$ cat config.mk
export PLATFORM = sky130hd
export DESIGN_NAME = axilite_cmd_master
export DESIGN_NICKNAME = d
export VERILOG_FILES = /design/src/rtl/axilite_cmd_master.sv
export SDC_FILE = /design/constraint.sdc
export NUM_CORES = 1
export LEC_CHECK = 0
export CAP_MARGIN = 25
export CORE_MARGIN = 2
export CORE_UTILIZATION = 44
export DETAILED_ROUTE_END_ITERATION = 8
export MAX_ROUTING_LAYER = met4
export PLACE_DENSITY = 0.91
export SYNTH_ARGS = -nofsm -noshare
export SYNTH_HDL_FRONTEND = slang
export SYNTH_SLANG_ARGS = --single-unit
$ cat constraint.sdc
create_clock -name aclk -period 4.5 [get_ports aclk]
set_input_delay 0.9 -clock aclk [delete_from_list [all_inputs] [get_ports aclk]]
set_output_delay 0.9 -clock aclk [all_outputs]
set_load 0.02 [all_outputs]
$ cat src/rtl/axilite_cmd_master.sv
// axilite_cmd_master: turns single read/write commands into AXI-Lite transactions, one at a time.
// Ports: aclk/aresetn clock and async active-low reset; cmd_* command request (valid/ready);
// rsp_* response (valid/ready) carrying read data and BRESP/RRESP; timeout_err sticky
// response-wait flag; m_axi_* AXI-Lite master channels AW, W, B, AR, R.
module axilite_cmd_master #(
  parameter int ADDR_W  = 9,
  parameter int DATA_W  = 32,
  parameter int TIMEOUT = 255
) (
  input  logic                aclk,
  input  logic                aresetn,
  input  logic                cmd_valid,
  output logic                cmd_ready,
  input  logic                cmd_write,
  input  logic [ADDR_W-1:0]   cmd_addr,
  input  logic [DATA_W-1:0]   cmd_wdata,
  input  logic [DATA_W/8-1:0] cmd_wstrb,
  output logic                rsp_valid,
  input  logic                rsp_ready,
  output logic                rsp_write,
  output logic [DATA_W-1:0]   rsp_rdata,
  output logic [1:0]          rsp_resp,
  output logic                timeout_err,
  output logic [ADDR_W-1:0]   m_axi_awaddr,
  output logic [2:0]          m_axi_awprot,
  output logic                m_axi_awvalid,
  input  logic                m_axi_awready,
  output logic [DATA_W-1:0]   m_axi_wdata,
  output logic [DATA_W/8-1:0] m_axi_wstrb,
  output logic                m_axi_wvalid,
  input  logic                m_axi_wready,
  input  logic [1:0]          m_axi_bresp,
  input  logic                m_axi_bvalid,
  output logic                m_axi_bready,
  output logic [ADDR_W-1:0]   m_axi_araddr,
  output logic [2:0]          m_axi_arprot,
  output logic                m_axi_arvalid,
  input  logic                m_axi_arready,
  input  logic [DATA_W-1:0]   m_axi_rdata,
  input  logic [1:0]          m_axi_rresp,
  input  logic                m_axi_rvalid,
  output logic                m_axi_rready
);
  localparam int STRB_W = DATA_W / 8;
  localparam logic [7:0] TMO = 8'(TIMEOUT);
  typedef enum logic [1:0] {IDLE, WR, RD, RSP} state_t;
  state_t              state_q, state_d;
  logic [ADDR_W-1:0]   addr_q, addr_d;
  logic [DATA_W-1:0]   wdata_q, wdata_d;
  logic [STRB_W-1:0]   wstrb_q, wstrb_d;
  logic                aw_q, aw_d, w_q, w_d, ar_q, ar_d;
  logic                rsp_write_q, rsp_write_d;
  logic [DATA_W-1:0]   rsp_rdata_q, rsp_rdata_d;
  logic [1:0]          rsp_resp_q, rsp_resp_d;
  logic [7:0]          cnt_q, cnt_d, cnt_inc;
  logic                tout_q, tout_d;
  // Gated by aresetn so the command port is closed for the whole reset interval.
  assign cmd_ready     = (state_q == IDLE) && aresetn;
  assign rsp_valid     = state_q == RSP;
  assign rsp_write     = rsp_write_q;
  assign rsp_rdata     = rsp_rdata_q;
  assign rsp_resp      = rsp_resp_q;
  assign timeout_err   = tout_q;
  assign m_axi_awaddr  = addr_q;
  assign m_axi_araddr  = addr_q;
  assign m_axi_wdata   = wdata_q;
  assign m_axi_wstrb   = wstrb_q;
  assign m_axi_awvalid = aw_q;
  assign m_axi_wvalid  = w_q;
  assign m_axi_arvalid = ar_q;
  assign m_axi_bready  = state_q == WR;
  assign m_axi_rready  = state_q == RD;
  assign m_axi_awprot  = 3'b000;
  assign m_axi_arprot  = 3'b000;
  assign cnt_inc       = (cnt_q == TMO) ? cnt_q : cnt_q + 8'd1;
  always_comb begin
    state_d     = state_q;
    addr_d      = addr_q;
    wdata_d     = wdata_q;
    wstrb_d     = wstrb_q;
    aw_d        = aw_q;
    w_d         = w_q;
    ar_d        = ar_q;
    rsp_write_d = rsp_write_q;
    rsp_rdata_d = rsp_rdata_q;
    rsp_resp_d  = rsp_resp_q;
    cnt_d       = cnt_q;
    tout_d      = tout_q;
    case (state_q)
      IDLE: if (cmd_valid && cmd_ready) begin
        state_d = cmd_write ? WR : RD;
        addr_d  = cmd_addr;
        wdata_d = cmd_wdata;
        wstrb_d = cmd_wstrb;
        aw_d    = cmd_write;
        w_d     = cmd_write;
        ar_d    = !cmd_write;
        cnt_d   = '0;
        tout_d  = 1'b0;
      end
      WR: begin
        // AW and W retire independently; B may land in the same cycle as either.
        aw_d   = aw_q && !m_axi_awready;
        w_d    = w_q && !m_axi_wready;
        cnt_d  = cnt_inc;
        tout_d = tout_q || (cnt_inc == TMO);
        if (m_axi_bvalid) begin
          state_d     = RSP;
          aw_d        = 1'b0;
          w_d         = 1'b0;
          rsp_write_d = 1'b1;
          rsp_rdata_d = '0;
          rsp_resp_d  = m_axi_bresp;
        end
      end
      RD: begin
        ar_d   = ar_q && !m_axi_arready;
        cnt_d  = cnt_inc;
        tout_d = tout_q || (cnt_inc == TMO);
        if (m_axi_rvalid) begin
          state_d     = RSP;
          ar_d        = 1'b0;
          rsp_write_d = 1'b0;
          rsp_rdata_d = m_axi_rdata;
          rsp_resp_d  = m_axi_rresp;
        end
      end
      RSP: state_d = rsp_ready ? IDLE : RSP;
      default: state_d = IDLE;
    endcase
  end
  always_ff @(posedge aclk or negedge aresetn) begin
    if (!aresetn) begin
      state_q     <= IDLE;
      addr_q      <= '0;
      wdata_q     <= '0;
      wstrb_q     <= '0;
      aw_q        <= 1'b0;
      w_q         <= 1'b0;
      ar_q        <= 1'b0;
      rsp_write_q <= 1'b0;
      rsp_rdata_q <= '0;
      rsp_resp_q  <= '0;
      cnt_q       <= '0;
      tout_q      <= 1'b0;
    end else begin
      state_q     <= state_d;
      addr_q      <= addr_d;
      wdata_q     <= wdata_d;
      wstrb_q     <= wstrb_d;
      aw_q        <= aw_d;
      w_q         <= w_d;
      ar_q        <= ar_d;
      rsp_write_q <= rsp_write_d;
      rsp_rdata_q <= rsp_rdata_d;
      rsp_resp_q  <= rsp_resp_d;
      cnt_q       <= cnt_d;
      tout_q      <= tout_d;
    end
  end
endmodule

==> Word-level counts from Yosys, hierarchy flattened <==
Cells that the tools add are included.
{ "classes": {"n_eq_ne": 8, "mul": 0, "n_addsub": 1, "n_div": 0, "n_mux": 28, "magnitude_cmp": 0, "n_shift": 0, "reduce_logical": 22, "bitwise": 0} }
{ "op_table": {"columns": ["op", "count"], "rows": [
  ["two-way mux 32 bit", 2],
  ["one-hot mux 32 bit (2 select lines)", 1],
  ["equality test 8 bit (second input constant)", 2],
  ["two-way mux 8 bit", 2],
  ["one-hot mux 8 bit (2 select lines)", 1],
  ["two-way mux 2 bit", 7],
  ["one-hot mux 1 bit (2 select lines)", 5],
  ["adder 8 x 1 -> 8 bit (second input constant)", 1],
  ["two-way mux 1 bit", 8],
  ["one-hot mux 2 bit (4 select lines)", 1],
  ["AND reduction 2 bit", 4],
  ["nonzero test 2 bit", 4],
  ["AND reduction 3 bit", 2],
  ["logical AND 1 bit", 5],
  ["equality test 2 bit (second input constant)", 2],
  ["zero test 1 bit", 4],
  ["inequality test 2 bit (second input constant)", 2],
  ["one-hot mux 2 bit (2 select lines)", 1],
  ["equality test 2 x 1 -> 1 bit (second input constant)", 1],
  ["zero test 2 bit", 1],
  ["inequality test 2 x 1 -> 1 bit (second input constant)", 1],
  ["OR reduction 2 bit", 1],
  ["logical OR 1 bit", 1]
]} }
{ "word_totals": {"latch_bits": 0, "output_inout_bits": 103, "n_memories": 0, "wordCells": 71, "inputBits": 91, "reg_bits": 94, "mem_bits_rw": 0, "mem_bits_ro": 0} }

==> Logic depth before layout (Yosys ltp) <==
Gate-level depths: netlist (run 1).
{ "depth": {"word_depth": 5, "ltp_mapped": 8, "depth_no_buf": 6} }

==> Least setup slack after synthesis (run 1) <==
Ideal clock, no wire load.
{ "synth_timing": {"path_type": "in2out", "startpoint": "input port aresetn", "endpoint": "output port cmd_ready", "required_time_ns": 3.600, "path_slack_ns": 2.484, "path_buffers": 0, "cell_stages": 1, "arrival_time_ns": 1.116, "path_cell_list": "and2_1"} }
{ "synth_via": {"elab_chain_cells": 1} }
{ "synth_rtl": {"columns": ["item", "line_no", "text"], "rows": [
  ["from (decl)", "11", "input logic aresetn,"],
  ["logical AND 1 bit", "58", "assign cmd_ready = (state_q == IDLE) && aresetn;"],
  ["to (decl)", "13", "output logic cmd_ready,"]
]} }
Every way passes these cells.

==> Worst setup path after layout (run 1) <==
{ "layout_timing": {"startpoint": "register state_q[0]", "endpoint": "output port m_axi_rready"} }
{ "layout_via": {"elab_chain_cells": 1} }
{ "layout_rtl": {"columns": ["item", "line_no", "text"], "rows": [
  ["from (decl)", "47", "state_t state_q, state_d;"],
  ["from (signal assigned)", "147", "state_q <= state_d;"],
  ["equality test 2 bit", "72", "assign m_axi_rready = state_q == RD;"],
  ["to (decl)", "42", "output logic m_axi_rready"]
]} }
Every way passes these cells.

==> results.sh, run 1 <==
export IMPL_cts_hold_fix_buffers=0
export IMPL_drive_gt1_share_pct=15.6
export IMPL_numCtsBuffers=9
export IMPL_drc=0
export IMPL_leakagePower_nw=2.63
export IMPL_coreArea_sq_um=8810
export IMPL_reg2reg_slack_ns=2.28
export IMPL_worst_path_largest_cell_delay_ns=0.69
export IMPL_yosysUniqueCellTypes=41
export IMPL_synth_edff_count=0
export IMPL_dr_pass1_iters=4
export IMPL_cp_required_ns=3.60
export IMPL_clk_pin_slew_ns=0.10
export IMPL_power_total_mw=4.45
export IMPL_hp_class="in -> async"
export IMPL_critPathBufInv=2
export IMPL_dieArea_sq_um=9910
export IMPL_cts_root_buf="clkbuf_8"
export IMPL_period_share_pct=62.8
export IMPL_clockBufferDepth=2
export IMPL_cp_max_fo=8
export IMPL_max_freq_ghz=0.354
export IMPL_maxCapViolations=0
export IMPL_clock_latency_ns=0.34
export IMPL_r2r_end="m_axi_wdata[31]"
export IMPL_die_h_um=99.5
export IMPL_dp_hpwl_um=7470
export IMPL_start_kind="register"
export IMPL_postSynthAreaPerCell_sq_um=13.3
export IMPL_outcome="finished, final reports clean"
export IMPL_critPathTopFamily="buffers and inverters"
export IMPL_grt_antenna_before_repair=0
export IMPL_viasPerCell=5.29
export IMPL_ys_seq_area_share_pct=58.6
export IMPL_end_kind="primary output"
export IMPL_n_antenna_cell=0
export IMPL_yosys_warnings=0
export IMPL_grt_pass1_vias=3171
export IMPL_cp_cell_sequence="inv_1 -> ha_1 -> clkdlybuf4s50_1"
export IMPL_synth_seq_cells=94
export IMPL_tritoncts="done"
export IMPL_htreeDepth=3
export IMPL_drt_first_iter_violations=82
export IMPL_syn_cell_area_sq_um=4020
export IMPL_fin_tns_setup_ns=0
export IMPL_netlist_instances=303
export IMPL_rsz0062_at_grt="false"
export IMPL_vias=3140
export IMPL_std_cell_rows=34
export IMPL_grt_max_degree=49
export IMPL_grt_pass1_wl_um=15500
export IMPL_synth_flop_cell="dfrtp_1"
export IMPL_critPathArrivalTime_ns=1.93
export IMPL_die_w_um=99.5
export IMPL_rr_worst_depth=5
export IMPL_relSlewSlack_pct=59.0
export IMPL_area_growth_pct=51.9
export IMPL_async_flop_share_pct=100
export IMPL_ctsResizeCount=0
export IMPL_utilization_pct=69.3
export IMPL_post_cts_repair_setup_buffers=0
export IMPL_drt_wl_total_um=10100
export IMPL_grt_usage_pct=20.3
export IMPL_cts_sinks=94
export IMPL_worst_slew_pin_slew_ns=0.615
export IMPL_ir_drop_v=0.000410
export IMPL_hold_violations=0
export IMPL_routabilityCongestion=0.917
export IMPL_setup_viol_count_final=0
export IMPL_drv_slew=0
export IMPL_io_buffers=187
export IMPL_setup_slack_ns=1.67
export IMPL_io_pin_count=194
export IMPL_cp_slowest_cell="clkdlybuf4s50_1"
export IMPL_ant_nets=0
export IMPL_place_ws_ns=1.59
export IMPL_initial_core_util_pct=45.6
export IMPL_power_density_nw_per_um2=730
export IMPL_holdWs_ns=0.360
export IMPL_layout_min_cycle_time_ns=2.83
export IMPL_routedWlPerCell_um=16.9
export IMPL_finalClockSkew_ns=0.0123
export IMPL_worstReg2RegStart="state_q[0]"
export IMPL_worst_setup_path_type="reg -> out"
export IMPL_nNetsFinal=578
export IMPL_grt_overflow_total=0
-- worst register-to-register path, cell delays in order, from the launching register on --
cell and delay (ns):
dfrtp_1 0.42, inv_1 0.11, ha_1 0.26, nand3_2 0.51
buf_4 0.47, mux2_2 0.33
-- registers in the layout, indices dropped and copies added (netlist names) --
| register | count |
|---|---|
| m_axi_wdata | 32 |
| cnt_q | 8 |
| rsp_resp | 2 |
| m_axi_wstrb | 4 |
| m_axi_araddr | 9 |
| rsp_write | 1 |
| timeout_err | 1 |
| rsp_rdata | 32 |
| m_axi_awvalid | 1 |
| state_q | 2 |
| m_axi_arvalid | 1 |
| m_axi_wvalid | 1 |
-- power by group --
| part | switching [mW] | total (mW) | internal [mW] |
|---|---|---|---|
| registers | 0.258 | 1.50 | 1.24 |
| logic | 1.16 | 2.36 | 1.20 |
| clock network | 0.310 | 0.593 | 0.283 |
| total | 1.73 | 4.45 | 2.72 |
-- cells by family (layout without fill, tap and decap cells) --
| group | count (synthesis) | after routing | synth area share, % |
|---|---|---|---|
| and+or+nand+nor | 43 | 43 | 5.83 |
| AOI/OAI and AO/OA | 73 | 73 | 13.7 |
| DFF | 94 | 94 | 58.6 |
| xor gates and xnor gates | 2 | 2 | 0.436 |
| other | 1 | 6 | 0.0934 |
| adders and majority gates | 6 | 6 | 1.87 |
| muxes | 49 | 49 | 13.7 |
| buffers and inverters | 35 | 213 | 5.83 |
-- layer usage --
| layer | share of wire, % | global-route usage [%] | wire, um |
|---|---|---|---|
| met4 | 1.4 | 6.22 | 138 |
| met2 | 50 | 33.9 | 5050 |
| met1 | 42 | 25.2 | 4200 |
| met5 | 0 | - | 0 |
| met3 | 6.6 | 3.94 | 666 |
-- Yosys cell counts, types with 2 or more instances --
| cell | number | area (sq um) |
|---|---|---|
| and3_1 | 2 | 12.5 |
| mux2i_1 | 2 | 20.0 |
| buf_6 | 4 | 45.0 |
| nor3_1 | 2 | 10.0 |
| buf_2 | 10 | 50.1 |
| and4_1 | 3 | 26.3 |
| buf_4 | 16 | 120 |
| dfrtp_1 | 94 | 2350 |
| a22o_1 | 33 | 289 |
| a31oi_1 | 2 | 12.5 |
| nand2_1 | 7 | 26.3 |
| nand2b_1 | 3 | 18.8 |
| inv_1 | 5 | 18.8 |
| nor2_1 | 10 | 37.5 |
| o21ai_0 | 12 | 60.1 |
| a22oi_1 | 2 | 15.0 |
| nand3_1 | 5 | 25.0 |
| xnor2_1 | 2 | 17.5 |
| a211oi_1 | 5 | 37.5 |
| ha_1 | 6 | 75.1 |
| nand4_1 | 2 | 12.5 |
| mux2_2 | 47 | 529 |
| a21oi_1 | 11 | 55.1 |
-- cell usage in the layout, fill, tap and decap left out, types with 2 or more instances in the layout --
cell type	count
xnor2_1	2
mux2_2	47
conb_1	6
o21ai_0	12
dfrtp_1	94
mux2i_1	2
a31oi_1	2
a211oi_1	5
nand2b_1	3
nor3_1	2
a22oi_1	2
nor2_1	10
buf_4	5
a22o_1	33
clkdlybuf4s50_1	186
nand4_1	2
clkbuf_8	10
nand2_1	7
ha_1	6
nand3_2	2
inv_8	2
inv_1	5
a21oi_1	11
and4_1	3
and3_1	2
nand3_1	4
-- layout make-up --
type                    instances  area [sq um]
well taps                     108           135
repair buffers                192          1930
inverters                       5          18.8
clock buffers                  10           138
clock inverters                 6          77.6
flip-flops and latches         94          2350
fillers                       618          2710
multi-input cells             179          1450
-- through the flow --
stage	instance area [sq um]	instances
final	6100	594
after detailed placement	5860	577
after CTS	6070	593
after global routing	6100	594
after floorplan	4030	308
after global placement	5860	577
-- worst max-delay path by stage --
stage                 startpoint         endpoint  depth (start not counted)
finish                state_q[0]     m_axi_rready                          3
global route          state_q[0]     m_axi_rready                          3
CTS                   state_q[0]     m_axi_rready                          3
detailed placement  m_axi_bvalid    rsp_rdata[25]                          4
global placement       cmd_valid  m_axi_wdata[22]                          4
floorplan                aresetn        cmd_ready                          1
(Power assumes the default switching activity.)
==> run 2: changes to the inputs <==
- CORE_UTILIZATION: 44 -> 41
- PLACE_DENSITY: 0.91 -> 0.86
- clock period: 4.5 -> 2.7 ns (I/O delays scaled with it)
==> results.sh, run 2 (synthesis results as in run 1) <==
export IMPL_pwr_share_clk_pct=12.3
export IMPL_dieArea_sq_um=10600
export IMPL_final_common_cell="clkdlybuf4s50_1"
export IMPL_fin_tns_setup_ns=0
export IMPL_fin_area_sq_um=6140
export IMPL_power_switching_mw=2.90
export IMPL_grt_pass1_vias=2977
export IMPL_grt_overflow_total=0
export IMPL_startpoint="state_q[0]"
export IMPL_coreArea_sq_um=9640
export IMPL_cp_required_ns=2.16
export IMPL_initial_core_util_pct=41.7
export IMPL_rsz0062_at_grt="false"
export IMPL_leakagePower_nw=2.64
export IMPL_grt_usage_pct=18.9
export IMPL_critPathBufInv=2
export IMPL_finalClockSkew_ns=0.0165
export IMPL_setup_slack_ns=0.210
export IMPL_io_pin_count=194
export IMPL_worstReg2RegStart="state_q[0]"
export IMPL_cp_cell_sequence="inv_1 -> ha_1 -> clkdlybuf4s50_1"
export IMPL_clockBufferDepth=2
export IMPL_numCtsBuffers=9
export IMPL_critPathTopFamily="buffers and inverters"
export IMPL_fillers=767
export IMPL_place_ws_ns=0.192
export IMPL_worst_setup_path_type="reg -> out"
export IMPL_dr_pass1_iters=4
export IMPL_io_buffers=187
export IMPL_critPathArrivalTime_ns=1.95
export IMPL_viasPerCell=4.95
export IMPL_hold_violations=0
export IMPL_period_share_pct=92.2
export IMPL_worst_path_largest_cell_delay_ns=0.69
export IMPL_outcome="finished, final reports clean"
export IMPL_cts_sinks=94
export IMPL_end_kind="primary output"
export IMPL_layout_min_cycle_time_ns=2.49
export IMPL_utilization_pct=63.7
export IMPL_cts_root_buf="clkbuf_8"
export IMPL_die_h_um=103
export IMPL_placed_area_sq_um=5890
export IMPL_routedWlPerCell_um=16.4
export IMPL_routabilityCongestion=0.854
export IMPL_holdWs_ns=0.0369
export IMPL_placedCellCount=601
export IMPL_dp_hpwl_um=7520
export IMPL_ctsResizeCount=0
export IMPL_hp_class="in -> async"
export IMPL_grt_antenna_before_repair=0
export IMPL_maxCapViolations=0
export IMPL_die_w_um=103
export IMPL_clock_latency_ns=0.36
export IMPL_tritoncts="done"
export IMPL_start_kind="register"
export IMPL_clk_pin_slew_ns=0.10
export IMPL_drive_gt1_share_pct=15.6
export IMPL_grt_max_degree=83
export IMPL_power_density_nw_per_um2=1190
export IMPL_final_cell_mix="186 x clkdlybuf4s50_1, 94 x dfrtp_1, 47 x mux2_2"
export IMPL_post_cts_repair_setup_buffers=0
export IMPL_nNetsFinal=578
export IMPL_area_growth_pct=52.9
export IMPL_setup_viol_count_final=0
export IMPL_intPower_mw=4.43
export IMPL_combPwrFrac_pct=53.7
export IMPL_n_antenna_cell=0
export IMPL_vias=3067
export IMPL_drc=0
export IMPL_cp_max_fo=8
export IMPL_drv_slew=0
export IMPL_power_frac_seq_pct=34.0
export IMPL_drt_first_iter_violations=126
export IMPL_fin_cells=619
export IMPL_cp_slowest_cell="clkdlybuf4s50_1"
export IMPL_std_cell_rows=36
export IMPL_drt_wl_total_um=10200
export IMPL_power_total_mw=7.34
export IMPL_max_freq_ghz=0.402
export IMPL_ant_nets=0
export IMPL_ir_drop_v=0.000579
export IMPL_cts_hold_fix_buffers=0
export IMPL_htreeDepth=3
export IMPL_p_sw_share_pct=39.6
export IMPL_grt_pass1_wl_um=15000
==> run 2: changes by cell type in the layout (fill, tap and decap cells not counted), sizes merged <==
| cell | previous run | this run |
|---|---|---|
| clkinvlp | 1 | 0 |
| bufinv | 1 | 0 |
| clkbuf | 10 | 9 |
| clkinv | 1 | 4 |
==> run 2: final cells by class <==
type | count | area [sq um] | share of cell area (%)
Clock inverter | 7 | 67.6 | 1.10
Multi-Input combinational cell | 179 | 1450 | 23.7
Timing Repair Buffer | 192 | 1960 | 31.9
Clock buffer | 9 | 124 | 2.02
Sequential cell | 94 | 2350 | 38.3
Tap cell | 133 | 166 | 2.71
Inverter | 5 | 18.8 | 0.306
==> run 2: power by group through the flow <==
stage	registers (mW)	clock network, mW	logic [mW]
2_1_floorplan	3.19	0	1.51
3_3_place_gp	2.48	0	3.84
3_5_place_dp	2.50	0	3.95
4_1_cts	2.49	0.918	3.95
5_1_grt	2.59	0.975	4.21
6_report	2.49	0.903	3.94
==> run 2: layer usage <==
layer  wire length (um)  vias up  global-route usage, %  part of all wire [%]
met5                  0        -                      -                     0
met4                 82        0                   4.45                  0.81
met1               4430     1489                   23.9                    44
met2               4910      140                   31.0                    48
met3                744        6                   4.41                   7.3
li1                   -     1432                      -                     -
==> run 2: final timing paths <==
path	cells after the start	end	slack [ns]
worst min register to register	2	rsp_resp[0]	0.50
min in group aclk	2	rsp_resp[0]	0.50
worst min-delay path	1	cnt_q[3]	0.04
worst max-delay path	3	m_axi_rready	0.21
worst max register to register	5	cnt_q[2]	0.78
max in group asynchronous	3	rsp_rdata[9]	1.82
